$ cat config.mk
export PLATFORM = sky130hd
export DESIGN_NAME = spi_slave_regfile
export DESIGN_NICKNAME = d
export VERILOG_FILES = /design/src/rtl/spi_slave_regfile.sv
export SDC_FILE = /design/constraint.sdc
export NUM_CORES = 1
export LEC_CHECK = 0
export CAP_MARGIN = 20
export CORE_MARGIN = 3
export CORE_UTILIZATION = 57
export CTS_BUF_LIST = sky130_fd_sc_hd__clkbuf_8
export DETAILED_ROUTE_END_ITERATION = 8
export PLACE_DENSITY = 0.83
export SETUP_SLACK_MARGIN = 0.15
export SYNTH_ARGS = -nofsm -noshare
export SYNTH_HDL_FRONTEND = slang
export SYNTH_SLANG_ARGS = --single-unit
export TNS_END_PERCENT = 5
$ cat constraint.sdc
create_clock -name clk_clk -period 2.9 [get_ports clk_clk]
set_input_delay 0.435 -clock clk_clk [delete_from_list [all_inputs] [get_ports clk_clk]]
set_output_delay 0.435 -clock clk_clk [all_outputs]
set_load 0.1 [all_outputs]
$ cat src/rtl/spi_slave_regfile.sv
// SPI mode-0 slave exposing a bank of 8-bit control registers to fabric logic.
// Address 0 is a read-only ID byte; each committed write emits a one-cycle strobe.
module spi_slave_regfile #(
   parameter int         NUM_REGS  = 16,
   parameter logic [7:0] ID_VALUE  = 8'hA5,
   parameter logic [7:0] RESET_VAL = 8'h00
) (
   input  logic                    clk_clk,
   input  logic                    reset_reset_n,
   input  logic                    spi_sclk,
   input  logic                    spi_ss_n,
   input  logic                    spi_mosi,
   output logic                    spi_miso,
   output logic                    spi_miso_oe,
   output logic [8*NUM_REGS-1:0]   regs_out,
   output logic                    wr_valid,
   output logic [6:0]              wr_addr,
   output logic [7:0]              wr_data,
   output logic                    busy,
   output logic [1:0]              state_dbg
);

   typedef enum logic [1:0] {
      IDLE = 2'd0,
      CMD  = 2'd1,
      DATA = 2'd2
   } state_t;

   // Pin synchronizers plus one history stage for edge detection.
   logic       sclk_meta, sclk_sync, sclk_prev;
   logic       ss_meta, ss_sync, ss_prev;
   logic       mosi_meta, mosi_sync;
   logic [1:0] sync_vld;
   logic       armed;

   logic       rise, fall, sel_start;

   state_t     state;
   logic [2:0] bit_cnt;
   logic [7:0] rx_sh;
   logic [7:0] tx_sh;
   logic       rw;
   logic [6:0] addr;
   logic       load_skip;
   logic [7:0] regs [1:NUM_REGS-1];

   logic [7:0] rx_next;
   logic [7:0] rd_cmd;
   logic [7:0] rd_nxt;

   function automatic logic [7:0] rdata(input logic [6:0] a);
      logic [7:0] r;
      r = 8'h00;
      if (a == 7'd0) r = ID_VALUE;
      for (int i = 1; i < NUM_REGS; i++) begin
         if (a == 7'(i)) r = regs[i];
      end
      return r;
   endfunction

   always_ff @(posedge clk_clk or negedge reset_reset_n) begin
      if (!reset_reset_n) begin
         sclk_meta <= 1'b0;
         sclk_sync <= 1'b0;
         sclk_prev <= 1'b0;
         ss_meta   <= 1'b1;
         ss_sync   <= 1'b1;
         ss_prev   <= 1'b1;
         mosi_meta <= 1'b0;
         mosi_sync <= 1'b0;
         sync_vld  <= 2'b00;
         armed     <= 1'b0;
      end else begin
         sclk_meta <= spi_sclk;
         sclk_sync <= sclk_meta;
         sclk_prev <= sclk_sync;
         ss_meta   <= spi_ss_n;
         ss_sync   <= ss_meta;
         ss_prev   <= ss_sync;
         mosi_meta <= spi_mosi;
         mosi_sync <= mosi_meta;
         sync_vld  <= {sync_vld[0], 1'b1};
         // A select already low when reset lifts must be seen high before it can open a frame.
         if (sync_vld[1] && ss_sync) armed <= 1'b1;
      end
   end

   assign rise      = sclk_sync & ~sclk_prev;
   assign fall      = ~sclk_sync & sclk_prev;
   assign sel_start = ss_prev & ~ss_sync;

   assign busy        = ~ss_sync;
   assign spi_miso_oe = ~ss_sync;
   assign state_dbg   = state;

   always_comb begin
      rx_next = {rx_sh[6:0], mosi_sync};
      rd_cmd  = rdata(rx_next[6:0]);
      rd_nxt  = rdata(addr + 7'd1);
   end

   always_comb begin
      regs_out = '0;
      regs_out[7:0] = ID_VALUE;
      for (int i = 1; i < NUM_REGS; i++) begin
         regs_out[8*i +: 8] = regs[i];
      end
   end

   always_ff @(posedge clk_clk or negedge reset_reset_n) begin
      if (!reset_reset_n) begin
         state     <= IDLE;
         bit_cnt   <= 3'd0;
         rx_sh     <= 8'h00;
         tx_sh     <= 8'h00;
         rw        <= 1'b0;
         addr      <= 7'd0;
         load_skip <= 1'b0;
         spi_miso  <= 1'b0;
         wr_valid  <= 1'b0;
         wr_addr   <= 7'd0;
         wr_data   <= 8'h00;
         for (int i = 1; i < NUM_REGS; i++) regs[i] <= RESET_VAL;
      end else begin
         wr_valid <= 1'b0;
         case (state)
            IDLE: begin
               spi_miso <= 1'b0;
               if (armed && sel_start) begin
                  state   <= CMD;
                  bit_cnt <= 3'd0;
                  rx_sh   <= 8'h00;
                  tx_sh   <= 8'h00;
               end
            end
            CMD: begin
               spi_miso <= 1'b0;
               if (ss_sync) begin
                  state <= IDLE;
               end else if (rise) begin
                  rx_sh   <= rx_next;
                  bit_cnt <= bit_cnt + 3'd1;
                  if (bit_cnt == 3'd7) begin
                     rw    <= rx_next[7];
                     addr  <= rx_next[6:0];
                     state <= DATA;
                     if (rx_next[7]) begin
                        tx_sh     <= rd_cmd;
                        spi_miso  <= rd_cmd[7];
                        load_skip <= 1'b1;
                     end
                  end
               end
            end
            DATA: begin
               if (ss_sync) begin
                  // Partial byte is dropped; nothing commits on an abort.
                  state    <= IDLE;
                  spi_miso <= 1'b0;
               end else if (rise) begin
                  rx_sh   <= rx_next;
                  bit_cnt <= bit_cnt + 3'd1;
                  if (bit_cnt == 3'd7) begin
                     if (!rw) begin
                        if (addr != 7'd0 && int'(addr) < NUM_REGS) begin
                           for (int i = 1; i < NUM_REGS; i++) begin
                              if (addr == 7'(i)) regs[i] <= rx_next;
                           end
                           wr_valid <= 1'b1;
                           wr_addr  <= addr;
                           wr_data  <= rx_next;
                        end
                     end else begin
                        tx_sh     <= rd_nxt;
                        spi_miso  <= rd_nxt[7];
                        load_skip <= 1'b1;
                     end
                     addr <= addr + 7'd1;
                  end
               end else if (fall && rw) begin
                  // The fall right after a load keeps the freshly presented MSB.
                  if (load_skip) begin
                     load_skip <= 1'b0;
                  end else begin
                     tx_sh    <= {tx_sh[6:0], 1'b0};
                     spi_miso <= tx_sh[6];
                  end
               end
            end
            default: state <= IDLE;
         endcase
      end
   end

endmodule

; ---- Word-level counts from Yosys, hierarchy flattened
; Cells that the tools add are included.
[totals]
regBits = 176
input_bits = 5
output_inout_bits = 149
elab_cells = 241
[classes]
addsub = 2
magnitude_cmp = 1
eq_ne = 69
n_mux = 91
bitwise_logic = 7
reduce_logical = 35
[ops]
columns = operator, n
row1 = two-way mux 8 bit, 32
row2 = "equality test 7 x 4 -> 1 bit, second input constant", 24
row3 = two-way mux 7 bit, 19
row4 = AND reduction 7 bit, 16
row5 = "equality test 7 x 3 -> 1 bit, second input constant", 12
row6 = "equality test 7 x 2 -> 1 bit, second input constant", 6
row7 = one-hot mux 7 bit (2 select lines), 2
row8 = two-way mux 1 bit, 25
row9 = "equality test 7 x 1 -> 1 bit, second input constant", 3
row10 = one-hot mux 7 bit (3 select lines), 1
row11 = "!= test 2 bit, second input constant", 10
row12 = "!= test 3 bit, second input constant", 6
row13 = "!= test 4 bit, second input constant", 4
row14 = logical NOT 7 bit, 2
row15 = AND reduction 4 bit, 3
row16 = AND reduction 11 bit, 1
row17 = two-way mux 2 bit, 5
row18 = two-way mux 3 bit, 3
row19 = AND reduction 9 bit, 1
row20 = "adder 7 x 1 -> 7 bit, second input constant", 1
row21 = "< comparator 7 x 5 -> 1 bit, second input constant", 1
row22 = nonzero test 7 bit, 1
row23 = one-hot mux 2 bit (3 select lines), 1
row24 = one-hot mux 3 bit (2 select lines), 1
row25 = other kinds (16), 25

; ---- Depth between registers and ports, before layout
[logic_depth]
depth_word = 23
mapped_depth = 13
ltp_nobuf = 9

; ---- Least setup slack after synthesis
; OpenSTA, ideal clock, no wires.
[synth_path]
kind = flip-flop to flip-flop
from = register state[1], in the netlist state_dbg[1]
to = register tx_sh[0]
setup_ns = 0.064
t_arrival_ns = 2.962
required_time_ns = 2.836
path_slack_ns = -0.126
stages_incl_launch_ff = 10
n_path_buf = 1
period_less_slack_ns = 3.026
path_cell_list = dfrtp_1 inv_1 ha_1 a211oi_2 o221ai_2 or2_0 buf_2 or3_1 a211oi_2 a211o_1
[synth_between]
elab_chain_len = 3
word_cells_on_any_way = 16
classes_between = 12 x eq/ne / 1 x mux / 3 x reduce/logical
[synth_lines]
columns = element, line_no
row1 = from (decl), 38  ; state_t state;
row2 = from (signal assigned), 112  ; state <= IDLE;
row3 = from (signal assigned), 130  ; state <= CMD;
row4 = from (signal assigned), 139  ; state <= IDLE;
row5 = equality test 2 bit (tied with other cells), 126  ; case (state)
row6 = != test 3 bit (no source line) (tied with other cells), --
row7 = AND reduction 11 bit (no source line), --
row8 = to (signal assigned), 148  ; tx_sh <= rd_cmd;
row9 = to (signal assigned), 174  ; tx_sh <= rd_nxt;
row10 = to (signal assigned), 185  ; tx_sh <= {tx_sh[6:0], 1'b0};
row11 = to (decl), 41  ; logic [7:0] tx_sh;
; Parallel ways exist; a longest one is shown, timed or not.
; A chain may end at the register's enable or synchronous reset.

; ---- Worst setup path after layout
[layout_path]
from = register addr[0]
to = register tx_sh[2]
[layout_between]
elab_chain_len = 23
word_cells_on_any_way = 38
classes_between = 1 x add/sub / 15 x eq/ne / 21 x mux / 1 x reduce/logical
[layout_lines]
columns = element, line_no
row1 = from (decl), 43  ; logic [6:0] addr;
row2 = from (signal assigned), 145  ; addr <= rx_next[6:0];
row3 = from (signal assigned), 178  ; addr <= addr + 7'd1;
row4 = adder 7 x 1 -> 7 bit *, 99  ; rd_nxt = rdata(addr + 7'd1);
row5 = logical NOT 7 bit, 54  ; if (a == 7'd0) r = ID_VALUE;
row6 = two-way mux 8 bit, 54
row7 = two-way mux 8 bit (14 in series), 56  ; if (a == 7'(i)) r = regs[i];
row8 = two-way mux 8 bit *, 56
row9 = two-way mux 7 bit *, 164  ; if (!rw) begin
row10 = two-way mux 7 bit *, 163  ; if (bit_cnt == 3'd7) begin
row11 = two-way mux 7 bit *, 160  ; end else if (rise) begin
row12 = two-way mux 7 bit *, 156  ; if (ss_sync) begin
row13 = one-hot mux 7 bit (3 select lines) *, 126
; Every way passes the cells marked *; elsewhere a longest branch is shown, timed or not. The select of a mux whose other input is x is not followed.

==> run_results.csv <==
group,metric,value,unit
run_status,outcome,"finished, final reports clean",
clock_network,clockBufferDepth,2,
worst_setup_path,worst-path-buf-inv,1,
floorplan,coreArea,17500,sq um
yosys,synth.avg_cell_area,10.2,sq um
sta,final-setup-viol-count,0,
worst_setup_path,worstRegToRegCells,8,
yosys,muxShareOfSynthArea,0.161,
power,powerDensity,496,nW/um^2
floorplan,rows,48,
detailed_routing,drtAntennaViolNets,0,
power,max-vdd-ir-drop,349,uV
clock_network,cts_tree,"built",
run,drv_cap,0,
worst_setup_path,cp.depth,8,
grt,antenna_found_initial,0,
worst_setup_path,cp_max_fo,6,
yosys,synth-seq-cells,176,
yosys,synth_flop_cell,"dfrtp_1",
yosys,synth_area_leader_cell,"dfrtp_1",
yosys,synthCells,1017,
cells_and_area,multi_input_area,5540,sq um
yosys,synthAdderAreaFrac,0.0145,
floorplan,die_area,19800,sq um
worst_setup_path,endpoint_kind,"register",
place,placed_area,12000,sq um
cells_and_area,fin_area,12600,sq um
sta,min_period,2730,ps
cells_and_area,num_antenna_cells,0,
yosys,synth_edf_count,0,
yosys,synth_area,10300,sq um
place,gp_congestion,1.09,
sta,slew_viol_final,0,
clock_network,cts_buffers,17,
worst_setup_path,critPathRequiredTime,3280,ps
clock_network,cts.clk_slew.worst_paths,110,ps
floorplan,initial_utilization,0.589,
detailed_routing,wl_per_cell,26.9,um
detailed_routing,dr.pass1.iters,7,
yosys,synth-simple-area-share,0.134,
cells_and_area,final_nets,1208,
grt,grt_usage,0.383,
clock_network,clock_latency,490,ps
cells_and_area,fillers,1336,
yosys,synth_top_area_share,0.419,
hold_path,whs_path_depth,1,
sta,clock_skew,17.0,ps
sta,max_freq,366,MHz
grt,grt_pass1_wl,57600,um
grt,grt_start_max_net_pins,67,
detailed_routing,drcViolationCount,0,
worst_setup_path,rrSetupSlack,170,ps
worst_setup_path,cp_top_family,"compound AO/OA/AOI/OAI gates",
yosys,synthXorXnorAreaFrac,0,
sta,rsz0062_at_grt,"yes",
place,place_hpwl,28500,um
yosys,synth_top_family_by_area,"compound AO/OA/AOI/OAI gates",
sta,maxSlewHeadroom,0.611,
detailed_routing,drt_iter0_markers,1174,
sta,final_hold_viol_count,0,
clock_network,cts_root_buf,"clkbuf_8",
floorplan,die_h,141,um
cells_and_area,fin_util,0.718,
yosys,synthTopCellsByArea,"dfrtp_1 (42%), mux2_2 (14%), nand2_1 (3.2%), a21oi_1 (2.6%), o21ai_0 (2.3%)",
yosys,synth_compound_area_frac,0.211,
place,io_buffers,145,
detailed_routing,vias,9713,
worst_setup_path,start_kind,"register",
cells_and_area,seqCellArea,4420,sq um
worst_setup_path,critPathMaxStageDelay,480,ps
worst_setup_path,cpMaxStageDelayCell,"dfrtp_2",
yosys,async_flop_share,1.00,
detailed_routing,drt_wl_total,38400,um
clock_network,cts.htree.levels,4,
power,leakage,5.91,nW
sta,post-route-period-util,0.943,
floorplan,ioPinCount,154,
yosys,yosysSeqAreaShare,0.427,
hold_path,min_path_type,"in -> reg",
worst_setup_path,path_cells,"buf_4 > and3b_1 > o31ai_4 > a21boi_1 > a221oi_1 > o21a_1 > o2111a_1 > a2111o_1",
yosys,synth.distinct_cells,85,
cells_and_area,drive_gt1_frac,0.365,
floorplan,chipWidth,141,um
yosys,yosysWarnings,0,
sta,worst_pin_slew,576,ps
cells_and_area,syn_to_final_growth,22.0,%
worst_setup_path,critPathKind,"reg -> reg",
detailed_routing,vias_per_cell,6.80,
clock_network,cts.sinks,176,
grt,grt_pass1_vias,9184,
grt,overflow,0,
worst_setup_path,worstPathArrival,3110,ps
==> Yosys cell counts (14+ instances only) <==
| cell type | n |
|---|---|
| dfrtp_1 | 173 |
| mux2_2 | 128 |
| nand2_1 | 89 |
| a21oi_1 | 53 |
| o21ai_0 | 47 |
| nor2_1 | 45 |
| clkbuf_1 | 41 |
| inv_1 | 30 |
| nand3_1 | 28 |
| buf_2 | 21 |
| nor2b_1 | 19 |
| o22ai_1 | 19 |
| mux2i_1 | 16 |
| nand2b_1 | 16 |
| a211oi_1 | 14 |
| nor3_1 | 14 |
==> final cells by class <==
class | instances | share of cell area
Sequential cell | 176 | 0.350
Clock buffer | 17 | 0.0186
Timing Repair Buffer | 229 | 0.145
Tap cell | 225 | 0.0223
Inverter | 30 | 0.00894
Clock inverter | 15 | 0.0156
Multi-Input combinational cell | 737 | 0.440
==> repair_timing <==
| action | 4_1_cts | 5_1_grt |
|---|---|---|
| cloned | 0 | 1 |
| hold endpoints to repair | 50 | 0 |
| buffers inserted | 0 | 4 |
| pin swaps | 0 | 0 |
| hold buffers | 1 | 0 |
| gates resized for setup | 6 | 17 |
| setup endpoints to repair | 5 | 23 |
==> worst paths after layout <==
kind | from | endpoint
worst max-delay path | addr[0] | tx_sh[2]
worst min-delay path | spi_ss_n | ss_meta
worst max register to register | addr[0] | tx_sh[2]
worst min register to register | sclk_meta | sclk_sync
max in group asynchronous | reset_reset_n | ss_meta
min in group asynchronous | reset_reset_n | regs_out[108]
==> cell usage in the layout, fill, tap and decap left out, drive strengths merged, types with 28 or more instances in the layout <==
master | synthesis | routed
dfrtp | 173 | 173
mux2 | 133 | 133
inv | 30 | 37
nor2 | 47 | 47
nand2 | 89 | 89
buf | 41 | 225
a21oi | 56 | 56
nand3 | 28 | 28
o21ai | 50 | 50
==> cell families after synthesis <==
group,Yosys count
AND/OR/NAND/NOR,277
flip-flops,176
buffers and inverters,112
other,2
adder cells (fa/ha/maj),12
AO/OA/AOI/OAI,289
multiplexers,149
==> sequential cells by signal, indices dropped and copies added (netlist names), 2 cells and up <==
name,cells
regs_out,120
wr_data,8
addr,7
rx_sh,7
tx_sh,7
wr_addr,7
bit_cnt,3
state_dbg,2
sync_vld,2
==> layer usage <==
| layer | wire length, um | up-vias | global-route usage |
|---|---|---|---|
| met3 | 3600 | 170 | 0.0726 |
| met4 | 2420 | 0 | 0.185 |
| li1 | - | 4129 | - |
| met5 | 0 | - | 0 |
| met1 | 15000 | 4752 | 0.512 |
| met2 | 17400 | 662 | 0.604 |
==> stage by stage <==
stage | cells | hold WS, ps | setup TNS [ps] | power, mW | setup slack, ps
after CTS | 1424 | 350 | 0 | 6.16 | 135
after detailed placement | 1391 | 336 | -62.3 | 4.34 | -62.3
final | 1429 | 350 | 0 | 6.25 | 165
after global routing | 1429 | 336 | 0 | 6.46 | 88.1
after global placement | 1391 | 332 | 0 | 4.34 | 6.19
after floorplan | 1024 | 139 | 0 | 3.62 | 207
==> report_power, final <==
| part | total, mW | internal [mW] | switching, mW | leakage [nW] |
|---|---|---|---|---|
| clock | 1.85 | 0.810 | 1.04 | 0.214 |
| combinational | 1.77 | 0.568 | 1.20 | 3.28 |
| sequential | 2.64 | 2.52 | 0.115 | 2.41 |
Note: power is estimated with default switching activity, not from simulation.
